### src/rtl/pipe_stage_reg.sv
// rtl/pipe_stage_reg.sv - parametrised pipeline stage register with handshake, stall, flush and bubble insertion
//
// Purpose:
//   One register slice placed between two pipeline stages. It carries the
//   control and data bundles opaquely and also carries the register-file write
//   port. A load-use bubble inserts a NOP without consuming upstream. A flush
//   discards the stage contents and the input. wb_kill suppresses the write
//   enable of the instruction being captured.
//
// Build option:
//   PIPE_SKID_EN - adds a one-entry skid buffer, so in_ready depends only on
//                  registered state (plus bubble/flush) and not on out_ready.
//
// Ports:
//   clk, reset                 rising-edge clock, asynchronous active-high reset
//   in_valid / in_ready        upstream handshake
//   in_ctrl, in_data           control / data bundles
//   in_wen, in_waddr           register-file write enable / destination
//   wb_kill                    drop in_wen of the captured instruction
//   flush                      discard stage contents and this cycle's input
//   bubble                     insert one NOP and hold upstream
//   out_valid / out_ready      downstream handshake
//   out_ctrl, out_data         registered bundles
//   out_wen, out_waddr         registered write port
//   out_bubble                 current out_* is an inserted bubble

module pipe_stage_reg #(
  parameter int CTRL_W  = 8,
  parameter int DATA_W  = 192,
  parameter int RADDR_W = 5
) (
  input  logic               clk,
  input  logic               reset,
  input  logic               in_valid,
  output logic               in_ready,
  input  logic [CTRL_W-1:0]  in_ctrl,
  input  logic [DATA_W-1:0]  in_data,
  input  logic               in_wen,
  input  logic [RADDR_W-1:0] in_waddr,
  input  logic               wb_kill,
  input  logic               flush,
  input  logic               bubble,
  output logic               out_valid,
  input  logic               out_ready,
  output logic [CTRL_W-1:0]  out_ctrl,
  output logic [DATA_W-1:0]  out_data,
  output logic               out_wen,
  output logic [RADDR_W-1:0] out_waddr,
  output logic               out_bubble
);

  // The output slot can take a new word when it is empty or is being emptied now.
  logic slot_free;
  logic accept;
  logic cap_wen;

  assign slot_free = !out_valid || out_ready;
  assign accept    = in_valid && in_ready;
  // The write enable is qualified once, at capture, so a killed instruction
  // never shows out_wen, even if it waits in the skid entry.
  assign cap_wen   = in_wen && !wb_kill;

`ifdef PIPE_SKID_EN

  logic               skid_full;
  logic [CTRL_W-1:0]  skid_ctrl;
  logic [DATA_W-1:0]  skid_data;
  logic               skid_wen;
  logic [RADDR_W-1:0] skid_waddr;

  // Ready comes from registered state only. The skid entry absorbs the word
  // that arrives while the output is stalling.
  assign in_ready = !skid_full && !bubble && !flush;

  always_ff @(posedge clk or posedge reset) begin
    if (reset) begin
      out_valid  <= 1'b0;
      out_ctrl   <= '0;
      out_data   <= '0;
      out_wen    <= 1'b0;
      out_waddr  <= '0;
      out_bubble <= 1'b0;
      skid_full  <= 1'b0;
      skid_ctrl  <= '0;
      skid_data  <= '0;
      skid_wen   <= 1'b0;
      skid_waddr <= '0;
    end else if (flush) begin
      out_valid  <= 1'b0;
      out_ctrl   <= '0;
      out_data   <= '0;
      out_wen    <= 1'b0;
      out_waddr  <= '0;
      out_bubble <= 1'b0;
      skid_full  <= 1'b0;
    end else if (slot_free) begin
      if (skid_full) begin
        // The skid word is older than anything upstream, so it goes first.
        // A pending bubble waits behind it.
        out_valid  <= 1'b1;
        out_ctrl   <= skid_ctrl;
        out_data   <= skid_data;
        out_wen    <= skid_wen;
        out_waddr  <= skid_waddr;
        out_bubble <= 1'b0;
        skid_full  <= 1'b0;
      end else if (bubble) begin
        out_valid  <= 1'b1;
        out_ctrl   <= '0;
        out_data   <= '0;
        out_wen    <= 1'b0;
        out_waddr  <= '0;
        out_bubble <= 1'b1;
      end else if (accept) begin
        out_valid  <= 1'b1;
        out_ctrl   <= in_ctrl;
        out_data   <= in_data;
        out_wen    <= cap_wen;
        out_waddr  <= in_waddr;
        out_bubble <= 1'b0;
      end else if (out_valid) begin
        // Drain: the data may stay stale, but no write is signalled while invalid.
        out_valid  <= 1'b0;
        out_wen    <= 1'b0;
        out_bubble <= 1'b0;
      end
    end else if (accept) begin
      // The output is stalled and the word is parked in the skid entry.
      skid_full  <= 1'b1;
      skid_ctrl  <= in_ctrl;
      skid_data  <= in_data;
      skid_wen   <= cap_wen;
      skid_waddr <= in_waddr;
    end
  end

`else

  assign in_ready = slot_free && !bubble && !flush;

  always_ff @(posedge clk or posedge reset) begin
    if (reset) begin
      out_valid  <= 1'b0;
      out_ctrl   <= '0;
      out_data   <= '0;
      out_wen    <= 1'b0;
      out_waddr  <= '0;
      out_bubble <= 1'b0;
    end else if (flush) begin
      out_valid  <= 1'b0;
      out_ctrl   <= '0;
      out_data   <= '0;
      out_wen    <= 1'b0;
      out_waddr  <= '0;
      out_bubble <= 1'b0;
    end else if (bubble && slot_free) begin
      // A NOP occupies the slot and upstream is not consumed.
      out_valid  <= 1'b1;
      out_ctrl   <= '0;
      out_data   <= '0;
      out_wen    <= 1'b0;
      out_waddr  <= '0;
      out_bubble <= 1'b1;
    end else if (accept) begin
      out_valid  <= 1'b1;
      out_ctrl   <= in_ctrl;
      out_data   <= in_data;
      out_wen    <= cap_wen;
      out_waddr  <= in_waddr;
      out_bubble <= 1'b0;
    end else if (out_valid && out_ready) begin
      // Drain: the data may stay stale, but no write is signalled while invalid.
      out_valid  <= 1'b0;
      out_wen    <= 1'b0;
      out_bubble <= 1'b0;
    end
  end

`endif

endmodule
### config.mk
export PLATFORM = sky130hd
export DESIGN_NAME = pipe_stage_reg
export DESIGN_NICKNAME = d
export VERILOG_FILES = /design/src/rtl/pipe_stage_reg.sv
export SDC_FILE = /design/constraint.sdc
export NUM_CORES = 1
export LEC_CHECK = 0
export ABC_AREA = 1
export ABC_CLOCK_PERIOD_IN_PS = 8200
export BUFFER_PORTS_ARGS = -buffer_cell sky130_fd_sc_hd__clkbuf_2
export CORE_MARGIN = 2
export CORE_UTILIZATION = 35
export DETAILED_ROUTE_END_ITERATION = 10
export PLACE_DENSITY = 0.69
export SETUP_SLACK_MARGIN = 0.4
export SLEW_MARGIN = 20
export SYNTH_ARGS = -nofsm -noshare
export SYNTH_HDL_FRONTEND = slang
export SYNTH_SLANG_ARGS = --single-unit
export TNS_END_PERCENT = 10
### constraint.sdc
create_clock -name clk -period 8.2 [get_ports clk]
set_clock_uncertainty 0.15 [all_clocks]
set_input_delay 0.82 -clock clk [delete_from_list [all_inputs] [get_ports clk]]
set_output_delay 0.82 -clock clk [all_outputs]
set_load 0.01 [all_outputs]
==> results of run 1 <==
## power breakdown
part	total [mW]	switching [mW]	internal, mW
Combinational	0.302	0.209	0.0936
Sequential	1.09	0.0241	1.07
Clock	1.10	0.434	0.669
Total	2.50	0.667	1.83
## flip-flops by register name, summed over array words and instances (netlist names)
register	flops
out_valid	1
out_waddr	5
out_data	192
out_ctrl	8
out_wen	1
out_bubble	1
## worst register-to-register path: stages, from the launching register on
cell                      delay [ns]
sky130_fd_sc_hd__dfrtp_1        0.47
sky130_fd_sc_hd__nand2_4        0.28
sky130_fd_sc_hd__nand3_4        0.12
sky130_fd_sc_hd__buf_4          0.34
sky130_fd_sc_hd__buf_4          0.90
sky130_fd_sc_hd__nand4_1        0.25
sky130_fd_sc_hd__nand2_1        0.13
## kinds of logic after synthesis
group,Yosys count
DFF,208
buffers and inverters,140
and+or+nand+nor,630
AOI/OAI and AO/OA,1
## routing by layer
layer / track usage (%) / wire [um] / vias up
li1: - / - / 4333
met1: 30.6 / 13100 / 4579
met2: 33.2 / 14800 / 500
met3: 3.62 / 2430 / 83
met4: 9.63 / 1420 / 0
met5: 0 / 0 / -
## through the flow
| stage | total power, mW | cell area (sq um) | util (%) |
|---|---|---|---|
| 2_1_floorplan | 1.27 | 9220 | - |
| 3_3_place_gp | 1.41 | 11300 | 43.5 |
| 3_5_place_dp | 1.41 | 11300 | 43.5 |
| 4_1_cts | 2.52 | 12100 | 46.6 |
| 5_1_grt | 2.60 | 12100 | 46.7 |
| 6_report | 2.50 | 12100 | 46.7 |
## layout by cell type (no fill, tap or decap), types with 2 or more instances in the layout
cell / count
sky130_fd_sc_hd__clkbuf_2: 420
sky130_fd_sc_hd__nand4_1: 413
sky130_fd_sc_hd__nand2_1: 210
sky130_fd_sc_hd__dfrtp_1: 208
sky130_fd_sc_hd__clkbuf_16: 25
sky130_fd_sc_hd__buf_4: 12
sky130_fd_sc_hd__clkinv_2: 8
sky130_fd_sc_hd__clkbuf_1: 4
sky130_fd_sc_hd__bufinv_16: 3
sky130_fd_sc_hd__inv_1: 2
sky130_fd_sc_hd__nand2_4: 2
sky130_fd_sc_hd__nor2_1: 2
sky130_fd_sc_hd__clkbuf_8: 2
sky130_fd_sc_hd__clkinvlp_4: 2
## worst min-delay path by stage
stage / from / to / slack, ns / depth (start not counted)
after floorplan: out_data[65]$_DFFE_PP0P_ / out_data[65]$_DFFE_PP0P_ / 0.40 / 2
after global placement: out_data[88]$_DFFE_PP0P_ / out_data[88]$_DFFE_PP0P_ / 0.35 / 2
after detailed placement: out_data[154]$_DFFE_PP0P_ / out_data[154]$_DFFE_PP0P_ / 0.35 / 2
after CTS: out_data[162]$_DFFE_PP0P_ / out_data[162]$_DFFE_PP0P_ / 0.37 / 2
after global routing: out_data[69]$_DFFE_PP0P_ / out_data[69]$_DFFE_PP0P_ / 0.38 / 2
final: reset / out_data[113]$_DFFE_PP0P_ / 0.35 / 2
## final cells by class
cell class	count	area [sq um]	share of cell area, %
clock buffers	31	668	5.51
clock inverters	13	145	1.20
inverters	4	27.5	0.227
multi-input cells	631	3440	28.4
flip-flops and latches	208	5200	42.9
well taps	335	419	3.45
repair buffers	434	2230	18.4
==> impl_results.rst, run 1 <==
.. list-table::
   :header-rows: 1

   * - Metric
     - Value
   * - Status
     - finished, final reports clean
   * - WL per Instance
     - 19.2 um
   * - Die width
     - 166 um
   * - Ys async rst share
     - 100%
   * - Total of fill cells in the finished design
     - 2527
   * - Final hold violation count
     - 0
   * - Drt initial violations
     - 1171
   * - Dominant combinational cell family by area after synthesis
     - simple AND/OR/NAND/NOR gates
   * - Detailed-placement wirelength estimate
     - 19.7 mm
   * - Area of the mapped netlist
     - 9220 sq um
   * - Peak ir drop on the vdd network
     - 0.000182 V
   * - Final layout net count
     - 1516
   * - Pre-CTS setup slack
     - 4.48 ns
   * - Area contributors post-synth
     - sky130_fd_sc_hd__dfrtp_1, sky130_fd_sc_hd__nand4_1, sky130_fd_sc_hd__nand2_1
   * - Cell accounting for the most synthesized area
     - sky130_fd_sc_hd__dfrtp_1
   * - Synth Area in Compound Gates
     - 0.0543%
   * - Arrival @ worst endpoint
     - 2.65 ns
   * - Final setup violation count
     - 0
   * - Ys flop type
     - sky130_fd_sc_hd__dfrtp_1
   * - Vias per Instance
     - 5.73
   * - Most numerous cell in the Yosys netlist
     - sky130_fd_sc_hd__nand4_1
   * - Total number of placement rows
     - 59
   * - Fin crit share
     - 44.2%
   * - Minimum clock period
     - 3.62 ns
   * - Fraction of layout instances using a drive strength above 1
     - 36.3%
   * - Clock sinks
     - 208
   * - Clock latency on the worst-skew pair
     - 0.51 ns
   * - Total of hold buffers inserted after clock tree synthesis
     - 0
   * - Number of global-route vias before repair
     - 8907
   * - Fin cells
     - 1656
   * - Number of antenna violations at the first check in global routing
     - 0
   * - Share of the yosys chip area belonging to registers
     - 56.4%
   * - Total vias in the final route
     - 9495
   * - Core area
     - 26000 sq um
   * - Maxcap violations
     - 0
   * - Number of flops mapped to enable cells by yosys
     - 0
   * - Endpoint of the lowest-slack register-to-register path
     - out_waddr[2]$_DFFE_PP0P_
   * - Critical path's largest stage delay
     - 0.72 ns
   * - Xor and xnor fraction of the mapped netlist area
     - 0%
   * - Cell class contributing the biggest share of worst-path delay
     - buffers and inverters
   * - WP depth
     - 5
   * - Residual antenna-violating net count after detailed routing
     - 0
   * - Wire length of the first global-routing pass
     - 50.2 mm
   * - Syn Inst Count
     - 979
   * - Register bit total from synthesis
     - 208
   * - Min-Delay Path Class
     - primary input to async pin
   * - Post-detailed-routing wire length
     - 31.8 mm
   * - Reg clk slew, reported paths
     - 0.06 ns
   * - Antenna cells
     - 0
   * - TNS Setup
     - 0 ns
   * - Initial core utilization
     - 35.5%
   * - Synthesized area per cell
     - 9.42 sq um
   * - Reg2reg path depth
     - 6
   * - Worst slew margin relative to its limit
     - 25.8%
   * - TritonCTS Buffers
     - 24
   * - TritonCTS clock tree
     - yes
   * - Final worst hold slack
     - 0.345 ns
   * - Simple-Gate Fraction of Synth Area
     - 37.0%
   * - Number of buffer cells added on primary ports
     - 421
   * - Maximum clock rate
     - 0.276 GHz
   * - Setup CP Type
     - flip-flop to output pin
   * - Adder and majority cell fraction of the synthesized area
     - 0%
   * - Type of origin of the critical path
     - flip-flop
   * - RSZ-0062 raised after global routing
     - no
   * - Capturing element type of the critical path
     - output pin
   * - Die Span Y
     - 166 um
   * - Proportion of synthesized area in mux cells
     - 0%
   * - Max-slew violation count
     - 0
   * - Maximum number of pins on one net before global-route repair
     - 138
   * - Post-Syn Nets
     - 1192
   * - Total setup buffers inserted after CTS
     - 0
   * - Maximum fanout along the worst path
     - 83
   * - Launching point of the worst reg2reg path
     - out_valid$_DFFE_PP0P_
   * - Post-synth top area share
     - 56.4%
   * - Number of I/O pins
     - 422
   * - Overall fraction of global-route tracks in use
     - 21.7%
   * - Leakage
     - 6.89 nW
   * - Transition time of the tightest slew-check pin
     - 1.11 ns
   * - CTS H-tree lvls
     - 1
   * - Number of placed instances, taps included
     - 1611
   * - Overall overflow remaining after global route
     - 0
   * - Most frequent cells after synthesis
     - sky130_fd_sc_hd__nand4_1, sky130_fd_sc_hd__nand2_1, sky130_fd_sc_hd__dfrtp_1, sky130_fd_sc_hd__clkbuf_1, sky130_fd_sc_hd__buf_2
   * - Flop-to-flop setup slack
     - 5.50 ns
   * - Largest buffer count on any clock path
     - 3
   * - Total iterations of the first detailed-routing run
     - 5
   * - Worst Slack Setup Final
     - 4.58 ns
   * - Power density cells
     - 206 nW/um^2
   * - Cells along the critical path
     - nand2_4 > buf_4 > nand2_1 > nor2_1 > clkbuf_2
   * - Critical path startpoint
     - out_valid$_DFFE_PP0P_
   * - Area overhead of the layout relative to synthesis
     - 31.6%
   * - Capture point of the worst path
     - in_ready
   * - Required time of the critical path
     - 7.23 ns
   * - Root Buffer Master
     - sky130_fd_sc_hd__clkbuf_16
   * - Remaining routing DRC violations
     - 0
   * - Placer's final routability congestion estimate
     - 0.861
   * - Number of warnings reported in the yosys synthesis log
     - 0
   * - Buf/Inv on CP
     - 2
   * - Number of cells upsized or downsized after cts
     - 0
   * - Count of distinct cell types in the synthesized netlist
     - 12
   * - Standard cell with the maximum stage delay on the critical path
     - sky130_fd_sc_hd__buf_4
   * - Die ar.
     - 27700 sq um
No activity file was read; power rests on OpenSTA's default activity.
==> run 2: changes to the inputs <==
- ABC_CLOCK_PERIOD_IN_PS: 8200 -> 3500
- clock period: 8.2 -> 3.5 ns (I/O delays scaled with it)
==> run 2 against run 1 <==
Register-to-register slack got worse by 4.3 ns. Routed wire length grew 14%. Sequential power is 130% higher. Count of clock-buffer cells in the layout grew 5. Via count rose by 13%. Critical path type unchanged.
==> impl_results.rst, run 2 (synthesis results as in run 1) <==
.. list-table::
   :header-rows: 1

   * - Metric
     - Value
   * - Number of placed instances, taps included
     - 1616
   * - TritonCTS clock tree
     - yes
   * - Maximum clock rate
     - 0.419 GHz
   * - Maxcap violations
     - 0
   * - Arrival @ worst endpoint
     - 1.89 ns
   * - Power, Total
     - 6.19 mW
   * - Detailed-placement wirelength estimate
     - 19.9 mm
   * - Fraction of layout instances using a drive strength above 1
     - 31.6%
   * - Remaining routing DRC violations
     - 0
   * - Die Span Y
     - 166 um
   * - Power density cells
     - 430 nW/um^2
   * - Final setup violation count
     - 0
   * - Register with the most flip-flops
     - out_data
   * - Standard cell with the maximum stage delay on the critical path
     - sky130_fd_sc_hd__dfrtp_1
   * - WL per Instance
     - 19.5 um
   * - CTS H-tree lvls
     - 1
   * - Placer's final routability congestion estimate
     - 0.856
   * - Min-Delay Path Class
     - primary input to flip-flop
   * - Root Buffer Master
     - sky130_fd_sc_hd__clkbuf_16
   * - TNS Setup
     - 0 ns
   * - TritonCTS Buffers
     - 24
   * - Registers with the highest flip-flop counts
     - out_data: 192 flops, out_ctrl: 8 flops, out_waddr: 5 flops
   * - Number of global-route vias before repair
     - 10597
   * - Maximum fanout along the worst path
     - 35
   * - Setup CP Type
     - flip-flop to output pin
   * - Wire length of the first global-routing pass
     - 57.8 mm
   * - Number of buffer cells added on primary ports
     - 421
   * - Critical path's largest stage delay
     - 0.43 ns
   * - Total number of placement rows
     - 59
   * - Clock sinks
     - 208
   * - Number of I/O pins
     - 422
   * - Die width
     - 166 um
   * - Worst slew margin relative to its limit
     - 28.2%
   * - Commonest cells after routing, fill and taps aside
     - sky130_fd_sc_hd__clkbuf_2, sky130_fd_sc_hd__nand4_1, sky130_fd_sc_hd__nand2_1, sky130_fd_sc_hd__dfrtp_1, sky130_fd_sc_hd__dlygate4sd3_1
   * - Number of flip-flops under the largest register name
     - 192
   * - Cell class contributing the biggest share of worst-path delay
     - simple AND/OR/NAND/NOR gates
   * - Largest buffer count on any clock path
     - 3
   * - Cells along the critical path
     - nand2_4 > nand2_4 > nand2_1 > nor2_1 > clkbuf_2
   * - Max-slew violation count
     - 0
   * - Die ar.
     - 27700 sq um
   * - RSZ-0062 raised after global routing
     - no
   * - Vias per Instance
     - 5.77
   * - Overall fraction of global-route tracks in use
     - 25.0%
   * - Share of power burned in registers
     - 41.3%
   * - Number of antenna violations at the first check in global routing
     - 0
   * - Minimum clock period
     - 2.39 ns
   * - Peak ir drop on the vdd network
     - 0.000350 V
   * - Reg clk slew, reported paths
     - 0.06 ns
   * - Capturing element type of the critical path
     - output pin
   * - Int Pwr
     - 4.56 mW
   * - Total iterations of the first detailed-routing run
     - 6
   * - Final hold violation count
     - 0
   * - Fin cells
     - 1866
   * - Maximum number of pins on one net before global-route repair
     - 207
   * - Required time of the critical path
     - 3.00 ns
   * - Buf/Inv on CP
     - 1
   * - Core area
     - 26000 sq um
   * - Total vias in the final route
     - 10761
   * - Residual antenna-violating net count after detailed routing
     - 0
   * - Type of origin of the critical path
     - flip-flop
   * - Post-detailed-routing wire length
     - 36.4 mm
   * - Drt initial violations
     - 1302
   * - Final worst hold slack
     - 0.0205 ns
   * - Final layout net count
     - 1726
   * - Number of cells upsized or downsized after cts
     - 0
   * - Transition time of the tightest slew-check pin
     - 1.08 ns
   * - Fraction of power consumed by combinational cells
     - 15.2%
   * - Fin crit share
     - 68.2%
   * - Status
     - finished, final reports clean
   * - Clock latency on the worst-skew pair
     - 0.51 ns
   * - Switching power as a share of total power
     - 26.4%
   * - Most common library cell in the layout ignoring fill and taps
     - sky130_fd_sc_hd__clkbuf_2
   * - Critical Path Most Common Cell
     - sky130_fd_sc_hd__nand2_4
   * - Area overhead of the layout relative to synthesis
     - 56.1%
   * - Leakage
     - 7.83 nW
   * - Overall overflow remaining after global route
     - 0
   * - Initial core utilization
     - 35.5%
   * - Clock Power Share
     - 43.4%
   * - Switching power
     - 1.63 mW
-- run 2: cell count changes in the layout (fill, tap and decap cells not counted) --
cell                            change
sky130_fd_sc_hd__buf_4              -7
sky130_fd_sc_hd__inv_8              -1
sky130_fd_sc_hd__dlygate4sd3_1    +206
sky130_fd_sc_hd__clkinv_2           -5
sky130_fd_sc_hd__buf_16             -1
sky130_fd_sc_hd__clkbuf_8           +5
sky130_fd_sc_hd__buf_12            +12
sky130_fd_sc_hd__diode_2            +1
-- run 2: layout make-up --
cell class                      instances  area, sq um
Fill cell                            2200        11600
Clock buffer                           36          737
Multi-Input combinational cell        631         3440
Tap cell                              335          419
Sequential cell                       208         5200
Antenna cell                            1         2.50
Clock inverter                          7          113
Inverter                                4         23.8
Timing Repair Buffer                  644         4450
-- run 2: what timing repair did --
action                     4_1_cts  5_1_grt
setup endpoints to repair        0        0
hold buffers                   206        0
buffers inserted                 0        0
hold endpoints to repair       230        0
-- run 2: worst reg2reg max path: stages (launching register included) --
cell and delay, ns:
sky130_fd_sc_hd__dfrtp_1 0.43, sky130_fd_sc_hd__nand2_4 0.38, sky130_fd_sc_hd__nand3_4 0.42, sky130_fd_sc_hd__buf_12 0.36, sky130_fd_sc_hd__nand4_1 0.27, sky130_fd_sc_hd__nand2_1 0.11
-- run 2: metal layers --
metal	part of all wire (%)	vias up	GRT usage, %
li1	-	4738	-
met3	7.7	176	4.53
met4	6.4	0	14.4
met2	48	679	40.1
met5	0	-	0
met1	38	5168	31.9
-- run 2: final timing paths --
check                      slack (ns)  cells past startpoint                     start                        end
max                              1.11                      5     out_valid$_DFFE_PP0P_                   in_ready
min                              0.02                      3               in_data[98]   out_data[98]$_DFFE_PP0P_
max reg2reg                      1.25                      5     out_valid$_DFFE_PP0P_  out_data[174]$_DFFE_PP0P_
min reg2reg                      0.36                      2  out_data[79]$_DFFE_PP0P_   out_data[79]$_DFFE_PP0P_
max in group asynchronous        1.98                      4                     reset   out_data[23]$_DFFE_PP0P_
min in group asynchronous        0.38                      3                     reset   out_data[71]$_DFFE_PP0P_
-- run 2: power by group through the flow --
stage	combinational, mW	sequential [mW]	clock [mW]
global placement	0.729	2.59	0
floorplan	0.341	2.64	0
global route	1.01	2.57	2.85
detailed placement	0.737	2.60	0
CTS	0.925	2.55	2.74
finish	0.944	2.56	2.69
-- run 2: per-stage QoR --
stage	utilization, %	worst slack, ns	area (sq um)
5_1_grt	55.4	0.979	14400
2_1_floorplan	-	0.300	9230
4_1_cts	55.4	1.05	14400
6_report	55.4	1.11	14400
3_5_place_dp	44.2	1.35	11500
3_3_place_gp	44.2	1.38	11500
